[src/rtl/scanner_sched_if.sv]
// Signal bundle between the ping-pong scheduler and its two scanners / host path.
// SCHED_XFER_COUNT_EN adds the xfer_count observation signal.
interface scanner_sched_if #(
   parameter int unsigned FILL_W = 7
);
   logic              start;
   logic              stop;
   logic [FILL_W-1:0] fill_a;
   logic [FILL_W-1:0] fill_b;
   logic              done_a;
   logic              done_b;
   logic              scan_a;
   logic              scan_b;
   logic              xfer_a;
   logic              xfer_b;
   logic              standby_a;
   logic              standby_b;
   logic              flush_a;
   logic              flush_b;
   logic              busy;
   logic              err;
   logic [2:0]        state;
`ifdef SCHED_XFER_COUNT_EN
   logic [15:0]       xfer_count;
`endif

   modport master (
      input  start, stop, fill_a, fill_b, done_a, done_b,
      output scan_a, scan_b, xfer_a, xfer_b, standby_a, standby_b,
             flush_a, flush_b, busy, err, state
`ifdef SCHED_XFER_COUNT_EN
      , output xfer_count
`endif
   );

   modport slave (
      output start, stop, fill_a, fill_b, done_a, done_b,
      input  scan_a, scan_b, xfer_a, xfer_b, standby_a, standby_b,
             flush_a, flush_b, busy, err, state
`ifdef SCHED_XFER_COUNT_EN
      , input xfer_count
`endif
   );
endinterface

[src/rtl/scanner_sched.sv]
// Ping-pong scheduler for scanners A/B sharing one host transfer path, with tick-based
// transfer timeout. Define SCHED_XFER_COUNT_EN to add the done-terminated transfer counter.
module scanner_sched #(
   parameter int unsigned FILL_W       = 7,
   parameter int unsigned WAKE_LVL     = 80,
   parameter int unsigned FULL_LVL     = 100,
   parameter int unsigned TICK_DIV     = 4,
   parameter int unsigned XFER_TIMEOUT = 50
) (
   input logic            clk,
   input logic            rst,
   scanner_sched_if.master bus
);
   typedef enum logic [2:0] {
      StIdle  = 3'd0,
      StRunA  = 3'd1,
      StOvlA  = 3'd2,
      StXferA = 3'd3,
      StRunB  = 3'd4,
      StOvlB  = 3'd5,
      StXferB = 3'd6
   } state_e;

   localparam int unsigned PresW = $clog2(TICK_DIV);
   localparam int unsigned TcntW = $clog2(XFER_TIMEOUT + 1);
   localparam logic [FILL_W-1:0] WakeLvl = FILL_W'(WAKE_LVL);
   localparam logic [FILL_W-1:0] FullLvl = FILL_W'(FULL_LVL);
   localparam logic [PresW-1:0]  PresMax = PresW'(TICK_DIV - 1);
   localparam logic [TcntW-1:0]  TcntMax = TcntW'(XFER_TIMEOUT);

   state_e           state_q, state_d;
   logic [PresW-1:0] pres_q, pres_d;
   logic [TcntW-1:0] tcnt_q, tcnt_d;
   logic             scan_a_q, scan_a_d, scan_b_q, scan_b_d;
   logic             standby_a_q, standby_a_d, standby_b_q, standby_b_d;
   logic             flush_a_q, flush_a_d, flush_b_q, flush_b_d;
   logic             err_q, err_d;
   logic             tick, timeout, full_a, full_b, wake_a, wake_b, in_xfer_q, in_xfer_d;

   assign tick      = (pres_q == PresMax);
   assign timeout   = (tcnt_q == TcntMax);
   assign full_a    = (bus.fill_a >= FullLvl);
   assign full_b    = (bus.fill_b >= FullLvl);
   assign wake_a    = (bus.fill_a >= WakeLvl);
   assign wake_b    = (bus.fill_b >= WakeLvl);
   assign in_xfer_q = (state_q == StXferA) || (state_q == StXferB);
   assign in_xfer_d = (state_d == StXferA) || (state_d == StXferB);

   always_ff @(posedge clk) begin
      if (rst) begin
         state_q     <= StIdle;
         pres_q      <= '0;
         tcnt_q      <= '0;
         scan_a_q    <= 1'b0;
         scan_b_q    <= 1'b0;
         standby_a_q <= 1'b0;
         standby_b_q <= 1'b0;
         flush_a_q   <= 1'b0;
         flush_b_q   <= 1'b0;
         err_q       <= 1'b0;
      end else begin
         state_q     <= state_d;
         pres_q      <= pres_d;
         tcnt_q      <= tcnt_d;
         scan_a_q    <= scan_a_d;
         scan_b_q    <= scan_b_d;
         standby_a_q <= standby_a_d;
         standby_b_q <= standby_b_d;
         flush_a_q   <= flush_a_d;
         flush_b_q   <= flush_b_d;
         err_q       <= err_d;
      end
   end

   always_comb begin
      state_d = state_q;
      unique case (state_q)
         StIdle:  if (bus.start) state_d = StIdle == StIdle ? StRunA : StIdle;
         StRunA: begin
            if (bus.stop)  state_d = StIdle;
            else if (full_a) state_d = StXferA;
            else if (wake_a) state_d = StOvlA;
         end
         StOvlA:  if (full_a) state_d = StXferA;
         StXferA: if (bus.done_a || timeout) state_d = StRunB;
         StRunB: begin
            if (bus.stop)  state_d = StIdle;
            else if (full_b) state_d = StXferB;
            else if (wake_b) state_d = StOvlB;
         end
         StOvlB:  if (full_b) state_d = StXferB;
         StXferB: if (bus.done_b || timeout) state_d = StRunA;
         default: state_d = StIdle;
      endcase
   end

   // Pulses are decoded from the transition so they land in the first cycle of the new state.
   always_comb begin
      scan_a_d    = ((state_q == StIdle) && (state_d == StRunA)) ||
                    ((state_q == StRunB) && (state_d inside {StOvlB, StXferB}));
      scan_b_d    = (state_q == StRunA) && (state_d inside {StOvlA, StXferA});
      standby_a_d = ((state_q inside {StRunA, StRunB}) && (state_d == StIdle)) ||
                    ((state_q == StXferA) && bus.done_a);
      standby_b_d = ((state_q inside {StRunA, StRunB}) && (state_d == StIdle)) ||
                    ((state_q == StXferB) && bus.done_b);
      flush_a_d   = (state_q == StXferA) && !bus.done_a && timeout;
      flush_b_d   = (state_q == StXferB) && !bus.done_b && timeout;
      err_d       = err_q | flush_a_d | flush_b_d;
      pres_d      = tick ? '0 : pres_q + 1'b1;
      tcnt_d      = tcnt_q;
      if (in_xfer_d && !in_xfer_q) begin
         tcnt_d = '0;
      end else if (in_xfer_q && tick && !timeout) begin
         tcnt_d = tcnt_q + 1'b1;
      end
   end

`ifdef SCHED_XFER_COUNT_EN
   logic [15:0] xfer_count_q;

   always_ff @(posedge clk) begin
      if (rst) begin
         xfer_count_q <= '0;
      end else if (((state_q == StXferA) && bus.done_a) ||
                   ((state_q == StXferB) && bus.done_b)) begin
         xfer_count_q <= xfer_count_q + 16'd1;
      end
   end

   assign bus.xfer_count = xfer_count_q;
`endif

   assign bus.scan_a    = scan_a_q;
   assign bus.scan_b    = scan_b_q;
   assign bus.xfer_a    = (state_q == StXferA);
   assign bus.xfer_b    = (state_q == StXferB);
   assign bus.standby_a = standby_a_q;
   assign bus.standby_b = standby_b_q;
   assign bus.flush_a   = flush_a_q;
   assign bus.flush_b   = flush_b_q;
   assign bus.busy      = (state_q != StIdle);
   assign bus.err       = err_q;
   assign bus.state     = state_q;
endmodule

[src/flat_wrapper.sv]
// flat-port wrapper written by rule: the top's interface ports become plain ports
module scanner_sched_flat 
#(
   parameter int unsigned FILL_W       = 7,
   parameter int unsigned WAKE_LVL     = 80,
   parameter int unsigned FULL_LVL     = 100,
   parameter int unsigned TICK_DIV     = 4,
   parameter int unsigned XFER_TIMEOUT = 50
)
  (clk, rst, bus_start, bus_stop, bus_fill_a, bus_fill_b, bus_done_a, bus_done_b, bus_scan_a, bus_scan_b, bus_xfer_a, bus_xfer_b, bus_standby_a, bus_standby_b, bus_flush_a, bus_flush_b, bus_busy, bus_err, bus_state);
  scanner_sched_if #(.FILL_W(FILL_W)) bus_i ();
  input logic clk;
  input logic rst;
  input wire logic [$bits(bus_i.start)-1:0] bus_start;
  input wire logic [$bits(bus_i.stop)-1:0] bus_stop;
  input wire logic [$bits(bus_i.fill_a)-1:0] bus_fill_a;
  input wire logic [$bits(bus_i.fill_b)-1:0] bus_fill_b;
  input wire logic [$bits(bus_i.done_a)-1:0] bus_done_a;
  input wire logic [$bits(bus_i.done_b)-1:0] bus_done_b;
  output wire logic [$bits(bus_i.scan_a)-1:0] bus_scan_a;
  output wire logic [$bits(bus_i.scan_b)-1:0] bus_scan_b;
  output wire logic [$bits(bus_i.xfer_a)-1:0] bus_xfer_a;
  output wire logic [$bits(bus_i.xfer_b)-1:0] bus_xfer_b;
  output wire logic [$bits(bus_i.standby_a)-1:0] bus_standby_a;
  output wire logic [$bits(bus_i.standby_b)-1:0] bus_standby_b;
  output wire logic [$bits(bus_i.flush_a)-1:0] bus_flush_a;
  output wire logic [$bits(bus_i.flush_b)-1:0] bus_flush_b;
  output wire logic [$bits(bus_i.busy)-1:0] bus_busy;
  output wire logic [$bits(bus_i.err)-1:0] bus_err;
  output wire logic [$bits(bus_i.state)-1:0] bus_state;
  assign bus_i.start = bus_start;
  assign bus_i.stop = bus_stop;
  assign bus_i.fill_a = bus_fill_a;
  assign bus_i.fill_b = bus_fill_b;
  assign bus_i.done_a = bus_done_a;
  assign bus_i.done_b = bus_done_b;
  assign bus_scan_a = bus_i.scan_a;
  assign bus_scan_b = bus_i.scan_b;
  assign bus_xfer_a = bus_i.xfer_a;
  assign bus_xfer_b = bus_i.xfer_b;
  assign bus_standby_a = bus_i.standby_a;
  assign bus_standby_b = bus_i.standby_b;
  assign bus_flush_a = bus_i.flush_a;
  assign bus_flush_b = bus_i.flush_b;
  assign bus_busy = bus_i.busy;
  assign bus_err = bus_i.err;
  assign bus_state = bus_i.state;
  scanner_sched #(.FILL_W(FILL_W), .WAKE_LVL(WAKE_LVL), .FULL_LVL(FULL_LVL), .TICK_DIV(TICK_DIV), .XFER_TIMEOUT(XFER_TIMEOUT)) u_core (.clk(clk), .rst(rst), .bus(bus_i));
endmodule
[config.mk]
export PLATFORM = sky130hd
export DESIGN_NAME = scanner_sched_flat
export DESIGN_NICKNAME = d
export VERILOG_FILES = /design/src/rtl/scanner_sched_if.sv /design/src/rtl/scanner_sched.sv /design/src/flat_wrapper.sv
export SDC_FILE = /design/constraint.sdc
export NUM_CORES = 1
export LEC_CHECK = 0
export ABC_AREA = 1
export BUFFER_PORTS_ARGS = -buffer_cell sky130_fd_sc_hd__buf_2
export CAP_MARGIN = 5
export CORE_AREA = 4 4 54 56
export CTS_CLUSTER_SIZE = 8
export DETAILED_ROUTE_END_ITERATION = 10
export DIE_AREA = 0 0 58 60
export GPL_TIMING_DRIVEN = 0
export HOLD_SLACK_MARGIN = 0.1
export PLACE_DENSITY = 0.69
export SYNTH_ARGS = -nofsm -noshare
export SYNTH_HDL_FRONTEND = slang
export SYNTH_SLANG_ARGS = --single-unit
[constraint.sdc]
create_clock -name clk -period 1.6 [get_ports clk]
set_clock_uncertainty 0.05 [all_clocks]
set_input_delay 0.32 -clock clk [delete_from_list [all_inputs] [get_ports clk]]
set_output_delay 0.32 -clock clk [all_outputs]
set_load 0.01 [all_outputs]
### After elaboration in Yosys (flattened, before gate mapping)

Cells that the tools add are included.
W data, S select, Z words.

| cells by class | value |
|---|---|
| reductions and logical operators | 32 |
| add/sub/neg operators | 2 |
| order comparisons | 4 |
| mux-type cells | 12 |
| bitwise operators | 2 |
| equality and inequality tests | 13 |

Operators with widths:

| operator | count |
|---|---|
| $mux W3 | 11 |
| $ge A7 B7 Y1 const B | 4 |
| $pmux W3 S7 | 1 |
| $eq A3 B3 Y1 const B | 5 |
| $logic_and A1 B1 Y1 | 13 |
| $eq A3 B2 Y1 const B | 4 |
| $logic_or A1 B1 Y1 | 7 |
| $add A6 B1 Y6 const B | 1 |
| $eq A3 B1 Y1 const B | 2 |
| $eq A6 B6 Y1 const B | 1 |
| $logic_not A3 Y1 | 2 |
| $reduce_bool A2 Y1 | 3 |
| $logic_not A1 Y1 | 4 |
| $reduce_or A2 Y1 | 2 |
| $reduce_bool A3 Y1 | 1 |
| $add A2 B1 Y2 const B | 1 |
| $eq A2 B2 Y1 const B | 1 |
| $or A1 B1 Y1 | 2 |

| storage, ports and cells | value |
|---|---|
| register bits after elaboration | 18 |
| word-level logic and storage cells | 75 |
| output and inout bits | 13 |
| input bits | 20 |

### Logic depth before layout (Yosys ltp)

Gate-level depths: netlist of the first run.

| logic depth | value |
|---|---|
| word-level depth | 9 |
| gate-level depth with buffers | 13 |
| gate-level depth less buffers | 13 |

### Least setup slack after synthesis of the first run

No wires, ideal clock.

| path | value |
|---|---|
| path type | register to register |
| start | reg u_core.state_q[2], in the netlist u_core.bus.state[2] |
| end | reg u_core.tcnt_q[3] |
| setup time | 0.116 ns |
| required time | 1.434 ns |
| clock period less this slack | 1.520 ns |
| path buffers | 0 |
| slack | 0.080 ns |
| stages on the path, launching flop included | 14 |
| arrival | 1.354 ns |
| cells stage by stage | dfxtp_1 inv_2 nand3_2 inv_2 nand2_1 nand2_1 nor2_1 nand2_1 nor2_4 inv_1 nand2_1 nand3_2 nand2_4 nor2_1 |

| on the way | value |
|---|---|
| elaborated cells between the ends (all ways) | 28 |
| those cells by class | eq/ne: 8; mux: 12; reduce/logical: 8 |

RTL lines:

| what | line | text |
|---|---|---|
| from (decl) | scanner_sched.sv:31 | `state_e state_q, state_d;` |
| from (signal assigned) | scanner_sched.sv:51 | `state_q <= StIdle;` |
| from (signal assigned) | scanner_sched.sv:62 | `state_q <= state_d;` |
| $eq A3 B2 Y1 (*) | - |  |
| via bus_xfer_a | flat_wrapper.sv:22 | `output wire logic [$bits(bus_i.xfer_a)-1:0] bus_xfer_a;` |
| $pmux W3 S7 | scanner_sched.sv:77 | `unique case (state_q)` |
| $eq A3 B2 Y1 / $eq A3 B3 Y1 (equally long branches) | scanner_sched.sv:47 | `assign in_xfer_d = (state_d == StXferA) \|\| (state_d == StXferB);` |
| $logic_or A1 B1 Y1 | scanner_sched.sv:47 |  |
| $logic_and A1 B1 Y1 | scanner_sched.sv:111 | `if (in_xfer_d && !in_xfer_q) begin` |
| $reduce_or A2 Y1 (no line) | - |  |
| to (signal assigned) | scanner_sched.sv:64 | `tcnt_q <= tcnt_d;` |
| to (decl) | scanner_sched.sv:33 | `logic [TcntW-1:0] tcnt_q, tcnt_d;` |

The timed path passes the listed nets; every way through them passes the cells marked *.
A chain may end at the register's enable or synchronous reset.

### Worst setup path after layout of the first run

| path | value |
|---|---|
| start | reg u_core.state_q[2], in the netlist u_core.bus.state[2] |
| end | reg u_core.tcnt_q[2] |

| on the way | value |
|---|---|
| word-level cells in the longest chain between the ends | 8 |
| elaborated cells between the ends (all ways) | 28 |
| those cells by class | eq/ne: 8; mux: 12; reduce/logical: 8 |

RTL lines:

| what | line |
|---|---|
| $mux W3, on equally long branches | scanner_sched.sv:89, scanner_sched.sv:82 |
| $mux W3, on equally long branches | scanner_sched.sv:88, scanner_sched.sv:81 |
| $mux W3, on equally long branches | scanner_sched.sv:87, scanner_sched.sv:80 |
| $pmux W3 S7 | scanner_sched.sv:77 |
| $eq A3 B2 Y1 / $eq A3 B3 Y1 (equally long branches) | scanner_sched.sv:47 |
| $logic_or A1 B1 Y1 | scanner_sched.sv:47 |
| $logic_and A1 B1 Y1 | scanner_sched.sv:111 |
| $reduce_or A2 Y1 (no line) | - |

Several ways; a longest one is shown, not always the timed one.

==> impl_results.html, run 1 <==
<table>
<tr><th>Metric</th><th>Value</th></tr>
<tr><th colspan="2">Run status</th></tr>
<tr><td>Result of the run</td><td>completed</td></tr>
<tr><th colspan="2">Die</th></tr>
<tr><td>Area of the core</td><td>2430 um2</td></tr>
<tr><td>Starting density of the core</td><td>between 40% and 50%</td></tr>
<tr><td>Chip height</td><td>approximately 60 um</td></tr>
<tr><td>I/O pin total</td><td>33</td></tr>
<tr><td>Total number of placement rows</td><td>18</td></tr>
<tr><td>Die width</td><td>about 58 um</td></tr>
<tr><td>Die ar.</td><td>roughly 3500 um2</td></tr>
<tr><th colspan="2">Setup path</th></tr>
<tr><td>Family of cells with the greatest summed delay on the critical path</td><td>simple AND/OR/NAND/NOR gates</td></tr>
<tr><td>Critical path arrival</td><td>around 1700 ps</td></tr>
<tr><td>Data required time of the critical path</td><td>1740 ps</td></tr>
<tr><td>Critical path launch point type</td><td>flop</td></tr>
<tr><td>Stage delay of the slowest cell on the critical path</td><td>approximately 420 ps</td></tr>
<tr><td>Largest fanout of any net on the critical path</td><td>6</td></tr>
<tr><td>Launch point of the worst reg-to-reg path</td><td>u_core.bus.state[2]$_SDFF_PP0_</td></tr>
<tr><td>End of the worst register-to-register path</td><td>u_core.tcnt_q[2]$_SDFFE_PP0P_</td></tr>
<tr><td>Capturing element type of the critical path</td><td>flop</td></tr>
<tr><td>CP Cell Sequence</td><td>inv_4 -&gt; nor2_2 -&gt; nand3_1 -&gt; a21oi_2 -&gt; nor2_2 -&gt; nand2_2 -&gt; nand3_1 -&gt; nand2_1 -&gt; nand3_2 -&gt; nand2_4 -&gt; nor2_1</td></tr>
<tr><td>Count of buffer and inverter cells on the critical path</td><td>1</td></tr>
<tr><td>Cell count of the worst reg-to-reg path</td><td>11</td></tr>
<tr><td>Critical path depth in cells</td><td>11</td></tr>
<tr><td>Slowest cell on the critical path</td><td>sky130_fd_sc_hd__dfxtp_4</td></tr>
<tr><td>Category of the most critical setup path</td><td>reg2reg</td></tr>
<tr><td>Setup slack of the most critical reg-to-reg path</td><td>between 3 and 4 ps</td></tr>
<tr><th colspan="2">Synthesis</th></tr>
<tr><td>Top area cells in the synthesized netlist</td><td>sky130_fd_sc_hd__dfxtp_1 35%, sky130_fd_sc_hd__nand2_1 13%, sky130_fd_sc_hd__nor2_1 8.4%</td></tr>
<tr><td>Adder-Cell Fraction of Synth Area</td><td>under 10%</td></tr>
<tr><td>Share of Yosys cell area claimed by the top area cell type</td><td>around a third</td></tr>
<tr><td>Multiplexer fraction of the synthesized cell area</td><td>0%</td></tr>
<tr><td>YS warnings</td><td>0</td></tr>
<tr><td>Cell area after synthesis</td><td>1030 um2</td></tr>
<tr><td>Sequential fraction of the synthesis area</td><td>roughly a third</td></tr>
<tr><td>Mean instance size in the synthesized netlist</td><td>6.69 um2</td></tr>
<tr><td>Number of instances in the synthesized netlist</td><td>around 150</td></tr>
<tr><td>Combinational family with the most area after synthesis</td><td>simple AND/OR/NAND/NOR gates</td></tr>
<tr><td>Post-synthesis cell type count</td><td>21</td></tr>
<tr><td>Simple-gate portion of the synthesized area</td><td>42.5%</td></tr>
<tr><td>Synth Register Bits</td><td>18</td></tr>
<tr><td>Fraction of synthesized cell area in xor and xnor cells</td><td>4.25%</td></tr>
<tr><td>Library cell occupying the most area in the post-synthesis netlist</td><td>sky130_fd_sc_hd__dfxtp_1</td></tr>
<tr><td>Number of nets in the synthesized netlist</td><td>177</td></tr>
<tr><td>Share of the synthesized area in compound gates (AO/OA/AOI/OAI)</td><td>just under 5%</td></tr>
<tr><th colspan="2">Timing</th></tr>
<tr><td>Min Tclk post-route</td><td>~1600 ps</td></tr>
<tr><td>Final hold violation count</td><td>0</td></tr>
<tr><td>Slew margin rel.</td><td>around 83%</td></tr>
<tr><td>Post-route clock period utilization</td><td>99.8%</td></tr>
<tr><td>Setup repair after global routing missed its margin</td><td>yes</td></tr>
<tr><td>Fmax</td><td>around 0.63 GHz</td></tr>
<tr><td>Tightest Pin Transition</td><td>roughly 250 ps</td></tr>
<tr><td>Final hold slack</td><td>213 ps</td></tr>
<tr><td>Setup-violating endpoint count in the final report</td><td>0</td></tr>
<tr><td>Max Slew Vio Count</td><td>0</td></tr>
<tr><th colspan="2">Routing</th></tr>
<tr><td>Wirelength, routed</td><td>around 2500 um</td></tr>
<tr><td>Length of routed wiring on met1</td><td>between 1000 and 1500 um</td></tr>
<tr><td>Length of routed met3 wiring</td><td>177 um</td></tr>
<tr><td>Detailed route wirelength on metal2</td><td>approximately 1300 um</td></tr>
<tr><td>Routed vias</td><td>around 1100</td></tr>
<tr><td>Via-to-Cell Ratio</td><td>4.97</td></tr>
<tr><td>Residual antenna-violating net count after detailed routing</td><td>0</td></tr>
<tr><td>First DRT Iteration DRCs</td><td>55</td></tr>
<tr><td>Average routed wire per standard cell</td><td>11.4 um</td></tr>
<tr><td>Drc violations</td><td>0</td></tr>
<tr><td>Drt first pass iters</td><td>4</td></tr>
<tr><td>Highest metal layer with signal wires</td><td>met4</td></tr>
<tr><th colspan="2">Min path</th></tr>
<tr><td>Cell count of the worst hold path</td><td>2</td></tr>
<tr><td>Hold_sp</td><td>rst</td></tr>
<tr><td>Tightest Hold Check Type</td><td>in2reg</td></tr>
<tr><td>Capture endpoint of the worst hold path</td><td>u_core.bus.state[1]$_SDFF_PP0_</td></tr>
<tr><th colspan="2">Power</th></tr>
<tr><td>Leakage power</td><td>approximately 0.71 nW</td></tr>
<tr><td>Largest voltage drop on the vdd net</td><td>about 0.43 mV</td></tr>
<tr><td>Total power divided by cell area</td><td>~580 nW/um2</td></tr>
<tr><th colspan="2">Finish</th></tr>
<tr><td>Final core occ</td><td>roughly 60%</td></tr>
<tr><td>Area used by multi-input combinational logic</td><td>a little over 700 um2</td></tr>
<tr><td>Relative area change from synthesis to final layout</td><td>42.1%</td></tr>
<tr><td>Share of cells above drive strength 1</td><td>47.7%</td></tr>
<tr><td>Number of inserted diodes</td><td>0</td></tr>
<tr><td>Filler cell count in the final layout</td><td>200</td></tr>
<tr><td>Register area</td><td>378 um2</td></tr>
<tr><td>Total Nets Final</td><td>between 200 and 250</td></tr>
<tr><th colspan="2">Global route</th></tr>
<tr><td>Overall global routing resource usage</td><td>roughly an eighth</td></tr>
<tr><td>Antenna violations before repair</td><td>0</td></tr>
<tr><td>Overflow after GRT</td><td>0</td></tr>
<tr><td>First-pass GRT wire length</td><td>about 3700 um</td></tr>
<tr><td>Via count of the first global-routing pass</td><td>~910</td></tr>
<tr><td>Pin count of the biggest net entering global routing</td><td>11</td></tr>
<tr><th colspan="2">Clocking</th></tr>
<tr><td>Worst-Skew Late Latency</td><td>around 290 ps</td></tr>
<tr><td>Buffer type at the clock tree root</td><td>sky130_fd_sc_hd__clkbuf_4</td></tr>
<tr><td>Clock Sink Count</td><td>18</td></tr>
<tr><td>Clock transition at the registers of the reported paths</td><td>~90 ps</td></tr>
<tr><td>Clock buffers created by TritonCTS</td><td>3</td></tr>
<tr><td># H-tree levels</td><td>1</td></tr>
<tr><td>Clock tree from TritonCTS</td><td>done</td></tr>
<tr><td>Buffer depth of the longest clock path</td><td>2</td></tr>
<tr><th colspan="2">Place</th></tr>
<tr><td>Count of port buffers added during placement</td><td>27</td></tr>
<tr><td>Half-perimeter wire length after placement</td><td>between 1500 and 2000 um</td></tr>
<tr><td>Routability-driven placement congestion ratio</td><td>0.956</td></tr>
<tr><th colspan="2">Flow run</th></tr>
<tr><td>Number of maximum-capacitance constraint violations</td><td>0</td></tr>
</table>
## kinds of logic after synthesis
logic type,after synthesis
AO/OA/AOI/OAI,10
AND/OR/NAND/NOR,92
flip-flops,18
XOR/XNOR,5
buffers and inverters,26
adder cells (fa/ha/maj),3
## repair_timing
action / CTS / global route
endpoints found under the setup margin: 9 / 8
pin swaps: 1 / 13
gates resized for setup: 10 / 42
hold buffers: 0 / 0
setup buffers: 1 / 8
## synth_stat cells
library cell,number
sky130_fd_sc_hd__inv_1,20
sky130_fd_sc_hd__nor3_1,4
sky130_fd_sc_hd__nor2_2,4
sky130_fd_sc_hd__nand2_4,1
sky130_fd_sc_hd__nand4_1,2
sky130_fd_sc_hd__dfxtp_1,18
sky130_fd_sc_hd__nand2_1,35
sky130_fd_sc_hd__nand3_1,14
sky130_fd_sc_hd__nand2_2,1
sky130_fd_sc_hd__nor3b_1,1
sky130_fd_sc_hd__o21ai_0,3
sky130_fd_sc_hd__nand3_2,5
sky130_fd_sc_hd__xor2_1,3
sky130_fd_sc_hd__inv_2,5
sky130_fd_sc_hd__nor2_4,1
sky130_fd_sc_hd__xnor2_1,2
sky130_fd_sc_hd__nor2_1,23
sky130_fd_sc_hd__a21oi_1,7
sky130_fd_sc_hd__buf_4,1
sky130_fd_sc_hd__ha_1,3
sky130_fd_sc_hd__nor4_1,1
## through the flow
| stage | setup slack [ps] | std cells | setup TNS, ps | instance area (um2) | power (mW) |
|---|---|---|---|---|---|
| after detailed placement | -61.5 | 211 | -341 | 1200 | 0.610 |
| after global placement | -62.7 | 211 | -362 | 1200 | 0.606 |
| after global routing | -104 | 223 | -574 | 1470 | 0.890 |
| after CTS | 0.191 | 215 | 0 | 1260 | 0.830 |
| final | 3.25 | 223 | 0 | 1470 | 0.848 |
| after floorplan | 80.1 | 154 | 0 | 1030 | 0.562 |
## cell usage in the layout, fill, tap and decap left out, types with 3 or more instances in the layout
cell                       Yosys  layout
sky130_fd_sc_hd__nand2_1      35      27
sky130_fd_sc_hd__o21ai_0       3       3
sky130_fd_sc_hd__buf_2         0      27
sky130_fd_sc_hd__a21oi_1       7       6
sky130_fd_sc_hd__nor2_2        4       7
sky130_fd_sc_hd__xor2_1        3       3
sky130_fd_sc_hd__nand3_1      14      10
sky130_fd_sc_hd__nand3_2       5       5
sky130_fd_sc_hd__dfxtp_4       0       3
sky130_fd_sc_hd__inv_1        20      17
sky130_fd_sc_hd__dfxtp_2       0       5
sky130_fd_sc_hd__clkbuf_4      0       3
sky130_fd_sc_hd__nand2_2       1       8
sky130_fd_sc_hd__inv_4         0       3
sky130_fd_sc_hd__buf_4         1      10
sky130_fd_sc_hd__nor2_1       23      15
sky130_fd_sc_hd__inv_2         5       5
sky130_fd_sc_hd__nand3_4       0       4
sky130_fd_sc_hd__dfxtp_1      18      10
sky130_fd_sc_hd__nor2_4        1       6
## power by group
part | internal (mW) | total (mW) | switching (mW)
Combinational | 0.0626 | 0.154 | 0.0915
Clock | 0.0876 | 0.219 | 0.131
Sequential | 0.460 | 0.475 | 0.0149
## area by class of cell
type | count | area share, %
Multi-Input combinational cell | 110 | 48.8
Sequential cell | 18 | 25.8
Timing Repair Buffer | 36 | 13.8
Inverter | 25 | 6.92
Tap cell | 30 | 2.56
Clock buffer | 3 | 1.54
Buffer | 1 | 0.512
## worst reg2reg max path, stage by stage (launching register included)
cell	delay (ps)
sky130_fd_sc_hd__dfxtp_4	420
sky130_fd_sc_hd__inv_4	70
sky130_fd_sc_hd__nor2_2	120
sky130_fd_sc_hd__nand3_1	130
sky130_fd_sc_hd__a21oi_2	150
sky130_fd_sc_hd__nor2_2	70
sky130_fd_sc_hd__nand2_2	90
sky130_fd_sc_hd__nand3_1	80
sky130_fd_sc_hd__nand2_1	70
sky130_fd_sc_hd__nand3_2	80
sky130_fd_sc_hd__nand2_4	120
sky130_fd_sc_hd__nor2_1	50
## state kept, by name (all words and copies together), names as in the netlist
name / cells
u_core.bus.err: 1
u_core.bus.flush_a: 1
u_core.bus.flush_b: 1
u_core.bus.scan_a: 1
u_core.bus.scan_b: 1
u_core.bus.standby_a: 1
u_core.bus.standby_b: 1
u_core.bus.state: 3
u_core.pres_q: 2
u_core.tcnt_q: 6
## worst max path at each step
stage                                              start                             to  slack (ps)
final                     u_core.bus.state[2]$_SDFF_PP0_  u_core.tcnt_q[2]$_SDFFE_PP0P_           3
after global routing      u_core.bus.state[2]$_SDFF_PP0_  u_core.tcnt_q[4]$_SDFFE_PP0P_        -100
after CTS                 u_core.bus.state[2]$_SDFF_PP0_  u_core.tcnt_q[3]$_SDFFE_PP0P_         0.2
after detailed placement  u_core.bus.state[0]$_SDFF_PP0_  u_core.tcnt_q[3]$_SDFFE_PP0P_         -60
after global placement    u_core.bus.state[1]$_SDFF_PP0_  u_core.tcnt_q[3]$_SDFFE_PP0P_         -60
after floorplan           u_core.bus.state[2]$_SDFF_PP0_  u_core.tcnt_q[3]$_SDFFE_PP0P_          80
## per-layer routing
| metal | GRT usage, % | up-vias |
|---|---|---|
| met5 | 0 | - |
| met1 | 16.9 | 500 |
| li1 | - | 566 |
| met3 | 2.38 | 3 |
| met4 | 4.97 | 0 |
| met2 | 22.4 | 40 |
Power figures use the tool's default switching activity.
==> inputs of run 2 (changes only) <==
- PLACE_DENSITY: 0.69 -> 0.71
==> run 2 against run 1 <==
  * The run now ends with negative setup slack left
  * Highest routed layer unchanged
  * Clock-buffer cell count is 1 higher
  * First-iteration DRC count fell by 29%
  * Largest power group unchanged
  * Setup slack worse by 28 ps
  * Sequential power about the same
  * Hold slack worse by 11 ps
  * Largest cell class unchanged
  * Total power is 7.5% higher
  * Core utilization up 0.052 points
  * Cell count is the same
  * Non-clock buffer count down 1
  * Critical path depth grew 2
==> impl_results.html, run 2 (synthesis gave the netlist of run 1 again) <==
<table>
<tr><th>Metric</th><th>Value</th></tr>
<tr><th colspan="2">Place</th></tr>
<tr><td>Post-placement cell area</td><td>about 1200 um2</td></tr>
<tr><td>Half-perimeter wire length after placement</td><td>roughly 1700 um</td></tr>
<tr><td>Routability-driven placement congestion ratio</td><td>0.937</td></tr>
<tr><td>Pre-CTS setup slack</td><td>-63.2 ps</td></tr>
<tr><td>Count of port buffers added during placement</td><td>27</td></tr>
<tr><td>Number of placed instances, taps included</td><td>~210</td></tr>
<tr><th colspan="2">Die</th></tr>
<tr><td>Area of the core</td><td>2430 um2</td></tr>
<tr><td>Total number of placement rows</td><td>18</td></tr>
<tr><td>Chip height</td><td>about 60 um</td></tr>
<tr><td>Die ar.</td><td>around 3500 um2</td></tr>
<tr><td>Starting density of the core</td><td>42.4%</td></tr>
<tr><td>I/O pin total</td><td>33</td></tr>
<tr><td>Die width</td><td>~58 um</td></tr>
<tr><th colspan="2">Finish</th></tr>
<tr><td>Layout Cell Area excl Fill</td><td>1470 um2</td></tr>
<tr><td>Number of inserted diodes</td><td>0</td></tr>
<tr><td>Total Nets Final</td><td>between 200 and 250</td></tr>
<tr><td>Register ranked first by flip-flop count</td><td>u_core.tcnt_q</td></tr>
<tr><td>Register area</td><td>~380 um2</td></tr>
<tr><td>Final core occ</td><td>60.3%</td></tr>
<tr><td>Relative area change from synthesis to final layout</td><td>42.2%</td></tr>
<tr><td>Final Non-Filler Cells</td><td>223</td></tr>
<tr><td>Share of cells above drive strength 1</td><td>45.1%</td></tr>
<tr><td>Most common cell after layout, fill and taps aside</td><td>sky130_fd_sc_hd__nand2_1</td></tr>
<tr><td>Commonest cells after routing, fill and taps aside</td><td>30 x sky130_fd_sc_hd__nand2_1, 27 x sky130_fd_sc_hd__buf_2, 19 x sky130_fd_sc_hd__inv_1, 15 x sky130_fd_sc_hd__nor2_1</td></tr>
<tr><td>Filler cell count in the final layout</td><td>between 200 and 250</td></tr>
<tr><td>Area used by multi-input combinational logic</td><td>706 um2</td></tr>
<tr><td>Flip-flop count of the largest register after layout</td><td>6</td></tr>
<tr><th colspan="2">Run status</th></tr>
<tr><td>Violated checks</td><td>negative setup slack</td></tr>
<tr><td>Result of the run</td><td>finished, violations left</td></tr>
<tr><th colspan="2">Timing</th></tr>
<tr><td>Max Slew Vio Count</td><td>0</td></tr>
<tr><td>Tightest Pin Transition</td><td>roughly 280 ps</td></tr>
<tr><td>Setup tns final</td><td>-112 ps</td></tr>
<tr><td>Post-route clock period utilization</td><td>102%</td></tr>
<tr><td>Slew margin rel.</td><td>81.5%</td></tr>
<tr><td>Smallest setup slack after layout</td><td>-24.7 ps</td></tr>
<tr><td>Final hold violation count</td><td>0</td></tr>
<tr><td>Setup-violating endpoint count in the final report</td><td>6</td></tr>
<tr><td>Min Tclk post-route</td><td>roughly 1600 ps</td></tr>
<tr><td>Setup repair after global routing missed its margin</td><td>yes</td></tr>
<tr><td>Fmax</td><td>between 0.6 and 0.7 GHz</td></tr>
<tr><th colspan="2">Power</th></tr>
<tr><td>Combinational share of power</td><td>about 17%</td></tr>
<tr><td>Net Sw Frac</td><td>between 20% and 30%</td></tr>
<tr><td>Power Internal</td><td>0.663 mW</td></tr>
<tr><td>Clock share of power</td><td>between 30% and 40%</td></tr>
<tr><td>Total power divided by cell area</td><td>roughly 620 nW/um2</td></tr>
<tr><td>Share of power burned in registers</td><td>between 50% and 60%</td></tr>
<tr><td>Net switching component of the power</td><td>around 0.25 mW</td></tr>
<tr><td>Leakage power</td><td>a little over 0.7 nW</td></tr>
<tr><td>Largest voltage drop on the vdd net</td><td>0.497 mV</td></tr>
<tr><th colspan="2">Routing</th></tr>
<tr><td>Residual antenna-violating net count after detailed routing</td><td>0</td></tr>
<tr><td>Routed vias</td><td>about 1100</td></tr>
<tr><td>First DRT Iteration DRCs</td><td>39</td></tr>
<tr><td>Highest metal layer with signal wires</td><td>met4</td></tr>
<tr><td>Wirelength, routed</td><td>around 2700 um</td></tr>
<tr><td>Average routed wire per standard cell</td><td>12.0 um</td></tr>
<tr><td>Length of routed met3 wiring</td><td>~130 um</td></tr>
<tr><td>Drc violations</td><td>0</td></tr>
<tr><td>Length of routed wiring on met1</td><td>1160 um</td></tr>
<tr><td>Drt first pass iters</td><td>6</td></tr>
<tr><td>Detailed route wirelength on metal2</td><td>1370 um</td></tr>
<tr><td>Via-to-Cell Ratio</td><td>4.98</td></tr>
<tr><th colspan="2">Global route</th></tr>
<tr><td>Pin count of the biggest net entering global routing</td><td>11</td></tr>
<tr><td>Antenna violations before repair</td><td>0</td></tr>
<tr><td>Via count of the first global-routing pass</td><td>930</td></tr>
<tr><td>Overflow after GRT</td><td>0</td></tr>
<tr><td>Overall global routing resource usage</td><td>between 10 and 15%</td></tr>
<tr><td>First-pass GRT wire length</td><td>3620 um</td></tr>
<tr><th colspan="2">Setup path</th></tr>
<tr><td>Critical path launch point type</td><td>flop</td></tr>
<tr><td>Capturing element type of the critical path</td><td>flop</td></tr>
<tr><td>Data required time of the critical path</td><td>1730 ps</td></tr>
<tr><td>Largest fanout of any net on the critical path</td><td>7</td></tr>
<tr><td>Critical path arrival</td><td>around 1800 ps</td></tr>
<tr><td>Category of the most critical setup path</td><td>reg2reg</td></tr>
<tr><th colspan="2">Min path</th></tr>
<tr><td>Tightest Hold Check Type</td><td>in2reg</td></tr>
<tr><th colspan="2">Clocking</th></tr>
<tr><td>Clock transition at the registers of the reported paths</td><td>110 ps</td></tr>
<tr><td>Worst-Skew Late Latency</td><td>approximately 290 ps</td></tr>
<tr><td># H-tree levels</td><td>1</td></tr>
<tr><td>Clock buffers created by TritonCTS</td><td>3</td></tr>
<tr><td>Clock tree from TritonCTS</td><td>done</td></tr>
<tr><td>Buffer depth of the longest clock path</td><td>2</td></tr>
<tr><td>Clock Sink Count</td><td>18</td></tr>
<tr><td>Buffer type at the clock tree root</td><td>sky130_fd_sc_hd__clkbuf_4</td></tr>
<tr><th colspan="2">Flow run</th></tr>
<tr><td>Number of maximum-capacitance constraint violations</td><td>0</td></tr>
</table>
==> run 2: changes by cell type in the layout (fill, tap and decap cells not counted), sizes merged <==
cell	before	now
buf	37	36
clkbuf	3	4
==> run 2: metal layers <==
layer  track usage, %  up-vias
met5                0        -
met4             2.32        0
met3             1.94        4
met2             23.4       25
met1             15.6      519
li1                 -      563
==> run 2: cell type report <==
| type | instances | area share [%] |
|---|---|---|
| inverters | 25 | 7.25 |
| flip-flops and latches | 18 | 25.8 |
| multi-input cells | 110 | 48.1 |
| clock buffers | 4 | 2.47 |
| well taps | 30 | 2.56 |
| repair buffers | 35 | 13.3 |
| plain buffers | 1 | 0.512 |
==> run 2: path summary, 6_finish.rpt <==
| path | startpoint | slack (ps) | to | cells past startpoint |
|---|---|---|---|---|
| min | rst | 200 | u_core.bus.state[0]$_SDFF_PP0_ | 2 |
| max | u_core.bus.state[2]$_SDFF_PP0_ | -20 | u_core.tcnt_q[3]$_SDFFE_PP0P_ | 13 |
| max reg2reg | u_core.bus.state[2]$_SDFF_PP0_ | -20 | u_core.tcnt_q[3]$_SDFFE_PP0P_ | 13 |
| min reg2reg | u_core.pres_q[0]$_SDFF_PP0_ | 390 | u_core.pres_q[0]$_SDFF_PP0_ | 1 |
==> run 2: worst max-delay path: stages (launching register included) <==
cell,delay [ps]
sky130_fd_sc_hd__dfxtp_4,450
sky130_fd_sc_hd__inv_6,60
sky130_fd_sc_hd__nand3_4,90
sky130_fd_sc_hd__inv_2,50
sky130_fd_sc_hd__nand2_2,70
sky130_fd_sc_hd__nand2_1,60
sky130_fd_sc_hd__nor2_1,80
sky130_fd_sc_hd__nand2_1,110
sky130_fd_sc_hd__nor2_4,130
sky130_fd_sc_hd__inv_1,40
sky130_fd_sc_hd__nand2_1,60
sky130_fd_sc_hd__nand3_2,90
sky130_fd_sc_hd__nand2_4,110
sky130_fd_sc_hd__nor2_1,40
==> run 2: through the flow <==
step	hold slack, ps	total power, mW
2_1_floorplan	349	0.562
3_3_place_gp	366	0.606
3_5_place_dp	379	0.610
4_1_cts	203	0.885
5_1_grt	201	0.949
6_report	202	0.911
==> run 2: repair_timing <==
item,4_1_cts,5_1_grt
endpoints found under the setup margin,8,9
hold buffers,0,0
resized for setup,12,36
pin swaps,4,12
setup buffers,0,8
gates cloned,0,0
==> run 2: power groups by stage <==
stage	Sequential [mW]	Clock (mW)	Combinational, mW
global route	0.478	0.300	0.171
floorplan	0.486	0	0.0757
detailed placement	0.484	0	0.125
finish	0.476	0.280	0.155
CTS	0.475	0.281	0.129
global placement	0.484	0	0.122
==> inputs of run 3 (changes only) <==
- PLACE_DENSITY: 0.71 -> 0.8
==> run 3 against run 2 <==
  * The run still ends with negative setup slack left
  * Fmax is 0.54% lower
  * Non-clock buffer count is 3 lower
  * Die area stayed put
  * Critical endpoint unchanged
  * Largest cell class unchanged
==> impl_results.html, run 3 (synthesis gave the netlist of run 1 again) <==
<table>
<tr><th>Metric</th><th>Value</th></tr>
<tr><th colspan="2">Clocking</th></tr>
<tr><td>Buffer type at the clock tree root</td><td>sky130_fd_sc_hd__clkbuf_4</td></tr>
<tr><td>Clock Sink Count</td><td>18</td></tr>
<tr><td>Buffer depth of the longest clock path</td><td>2</td></tr>
<tr><td>Clock transition at the registers of the reported paths</td><td>between 100 and 150 ps</td></tr>
<tr><td>CTS Hold Buffers Added</td><td>0</td></tr>
<tr><td>Clock buffers created by TritonCTS</td><td>3</td></tr>
<tr><td>Clock tree from TritonCTS</td><td>done</td></tr>
<tr><td># H-tree levels</td><td>1</td></tr>
<tr><td>Worst-Skew Late Latency</td><td>300 ps</td></tr>
<tr><th colspan="2">Run status</th></tr>
<tr><td>Violated checks</td><td>negative setup slack</td></tr>
<tr><td>Result of the run</td><td>finished, violations left</td></tr>
<tr><th colspan="2">Timing</th></tr>
<tr><td>Min Tclk post-route</td><td>between 1500 and 2000 ps</td></tr>
<tr><td>Post-route clock period utilization</td><td>102%</td></tr>
<tr><td>Tightest Pin Transition</td><td>250 ps</td></tr>
<tr><td>Final hold violation count</td><td>0</td></tr>
<tr><td>Max Slew Vio Count</td><td>0</td></tr>
<tr><td>Smallest setup slack after layout</td><td>-33.5 ps</td></tr>
<tr><td>Setup-violating endpoint count in the final report</td><td>8</td></tr>
<tr><td>Slew margin rel.</td><td>83.2%</td></tr>
<tr><td>Fmax</td><td>just over 0.6 GHz</td></tr>
<tr><td>Setup repair after global routing missed its margin</td><td>yes</td></tr>
<tr><th colspan="2">Place</th></tr>
<tr><td>Post-placement cell area</td><td>roughly 1200 um2</td></tr>
<tr><td>Routability-driven placement congestion ratio</td><td>a little under 0.9</td></tr>
<tr><td>Pre-CTS setup slack</td><td>-62.8 ps</td></tr>
<tr><td>Half-perimeter wire length after placement</td><td>roughly 1700 um</td></tr>
<tr><td>Count of port buffers added during placement</td><td>27</td></tr>
<tr><th colspan="2">Setup path</th></tr>
<tr><td>Data required time of the critical path</td><td>1750 ps</td></tr>
<tr><td>Setup slack of the most critical reg-to-reg path</td><td>-30 ps</td></tr>
<tr><td>Critical path arrival</td><td>roughly 1800 ps</td></tr>
<tr><td>Category of the most critical setup path</td><td>reg2reg</td></tr>
<tr><td>Launch point of the worst reg-to-reg path</td><td>u_core.bus.state[2]$_SDFF_PP0_</td></tr>
<tr><td>Critical path launch point type</td><td>flop</td></tr>
<tr><td>Capturing element type of the critical path</td><td>flop</td></tr>
<tr><td>End of the worst register-to-register path</td><td>u_core.tcnt_q[3]$_SDFFE_PP0P_</td></tr>
<tr><td>Largest fanout of any net on the critical path</td><td>6</td></tr>
<tr><td>Cell count of the worst reg-to-reg path</td><td>11</td></tr>
<tr><th colspan="2">Routing</th></tr>
<tr><td>Wirelength, routed</td><td>about 2700 um</td></tr>
<tr><td>Via-to-Cell Ratio</td><td>between 5 and 6</td></tr>
<tr><td>Drc violations</td><td>0</td></tr>
<tr><td>Routed vias</td><td>1132</td></tr>
<tr><td>First DRT Iteration DRCs</td><td>23</td></tr>
<tr><td>Residual antenna-violating net count after detailed routing</td><td>0</td></tr>
<tr><td>Drt first pass iters</td><td>6</td></tr>
<tr><td>Average routed wire per standard cell</td><td>12.5 um</td></tr>
<tr><th colspan="2">Finish</th></tr>
<tr><td>Total Nets Final</td><td>214</td></tr>
<tr><td>Layout Cell Area excl Fill</td><td>roughly 1500 um2</td></tr>
<tr><td>Flip-flop count of the largest register after layout</td><td>6</td></tr>
<tr><td>Commonest cells after routing, fill and taps aside</td><td>27 x sky130_fd_sc_hd__nand2_1, 27 x sky130_fd_sc_hd__buf_2, 18 x sky130_fd_sc_hd__inv_1, 16 x sky130_fd_sc_hd__nor2_1</td></tr>
<tr><td>Relative area change from synthesis to final layout</td><td>43.7%</td></tr>
<tr><td>Share of cells above drive strength 1</td><td>roughly 45%</td></tr>
<tr><td>Register ranked first by flip-flop count</td><td>u_core.tcnt_q</td></tr>
<tr><td>Number of inserted diodes</td><td>0</td></tr>
<tr><td>Final core occ</td><td>60.9%</td></tr>
<tr><th colspan="2">Global route</th></tr>
<tr><td>First-pass GRT wire length</td><td>~3600 um</td></tr>
<tr><td>Overflow after GRT</td><td>0</td></tr>
<tr><td>Pin count of the biggest net entering global routing</td><td>11</td></tr>
<tr><td>GR met3 Demand/Resource</td><td>under 10%</td></tr>
<tr><td>Via count of the first global-routing pass</td><td>approximately 880</td></tr>
<tr><td>Busiest layer in global routing</td><td>met2</td></tr>
<tr><td>Overall global routing resource usage</td><td>a little over an eighth</td></tr>
<tr><td>Antenna violations before repair</td><td>0</td></tr>
<tr><td>Met2 Use GR</td><td>between 20% and 30%</td></tr>
<tr><td>GR Util met1</td><td>between 10% and 20%</td></tr>
<tr><th colspan="2">Die</th></tr>
<tr><td>Area of the core</td><td>~2400 um2</td></tr>
<tr><td>Chip height</td><td>60 um</td></tr>
<tr><td>Total number of placement rows</td><td>18</td></tr>
<tr><td>Starting density of the core</td><td>42.4%</td></tr>
<tr><td>Die ar.</td><td>~3500 um2</td></tr>
<tr><td>I/O pin total</td><td>33</td></tr>
<tr><td>Die width</td><td>58 um</td></tr>
<tr><th colspan="2">Min path</th></tr>
<tr><td>Tightest Hold Check Type</td><td>in2reg</td></tr>
<tr><td>Hold_sp</td><td>rst</td></tr>
<tr><td>Cell count of the worst hold path</td><td>2</td></tr>
<tr><td>Capture endpoint of the worst hold path</td><td>u_core.bus.state[0]$_SDFF_PP0_</td></tr>
<tr><th colspan="2">Power</th></tr>
<tr><td>Total power divided by cell area</td><td>between 600 and 700 nW/um2</td></tr>
<tr><td>Leakage power</td><td>around 0.71 nW</td></tr>
<tr><td>Largest voltage drop on the vdd net</td><td>around 0.47 mV</td></tr>
<tr><th colspan="2">Flow run</th></tr>
<tr><td>Number of maximum-capacitance constraint violations</td><td>0</td></tr>
</table>
run 3: worst max path at each step:
| stage | startpoint | end | slack (ps) | cells past startpoint |
|---|---|---|---|---|
| 4_1_cts | u_core.tcnt_q[1]$_SDFFE_PP0P_ | u_core.tcnt_q[3]$_SDFFE_PP0P_ | 8 | 11 |
| 6_report | u_core.bus.state[2]$_SDFF_PP0_ | u_core.tcnt_q[3]$_SDFFE_PP0P_ | -30 | 11 |
| 3_5_place_dp | u_core.tcnt_q[0]$_SDFFE_PP0P_ | u_core.tcnt_q[4]$_SDFFE_PP0P_ | -60 | 12 |
| 3_3_place_gp | u_core.bus.state[1]$_SDFF_PP0_ | u_core.tcnt_q[3]$_SDFFE_PP0P_ | -70 | 10 |
| 2_1_floorplan | u_core.bus.state[2]$_SDFF_PP0_ | u_core.tcnt_q[3]$_SDFFE_PP0P_ | 80 | 13 |
| 5_1_grt | u_core.tcnt_q[0]$_SDFFE_PP0P_ | u_core.bus.standby_b$_SDFF_PP0_ | -120 | 9 |
run 3: where the power goes:
| part | internal, mW | switching (mW) |
|---|---|---|
| combinational | 0.0660 | 0.0967 |
| sequential | 0.460 | 0.0165 |
| clock | 0.139 | 0.145 |
run 3: metrics by stage:
step           power, mW  hold WS, ps  setup TNS, ps  std cells
6_report           0.923          196           -194        220
4_1_cts            0.887          182              0        215
5_1_grt            0.957          204           -892        220
2_1_floorplan      0.562          349              0        154
3_5_place_dp       0.609          372           -339        211
3_3_place_gp       0.607          370           -403        211
run 3: per-layer routing:
layer  vias up  part of all wire (%)
li1        557                     -
met1       526                    43
met2        40                    50
met3         9                   5.0
met4         0                   2.2
met5         -                     0
run 3: layout make-up:
type,count,area (um2)
inverter,25,106
clock buffer,4,36.3
multi-input combinational,110,732
tap,30,37.5
fill,189,951
timing repair buffer,32,185
sequential,18,377
buffer,1,7.51
run 3: critical path: stages (launching register included):
cell and delay [ps]:
sky130_fd_sc_hd__dfxtp_4 400, sky130_fd_sc_hd__buf_12 130, sky130_fd_sc_hd__nor3_2 200, sky130_fd_sc_hd__inv_1 90, sky130_fd_sc_hd__nor2_1 120, sky130_fd_sc_hd__nor2_1 90
sky130_fd_sc_hd__nand3_2 80, sky130_fd_sc_hd__nand2_1 60, sky130_fd_sc_hd__nand2_1 70, sky130_fd_sc_hd__nand3_2 90, sky130_fd_sc_hd__nand2_4 110, sky130_fd_sc_hd__nor2_1 50
run 3: timing repair:
item | in CTS | in global routing
pin swaps | 3 | 11
cloned | 0 | 0
setup buffers | 0 | 5
endpoints found under the setup margin | 7 | 9
gates resized for setup | 11 | 43
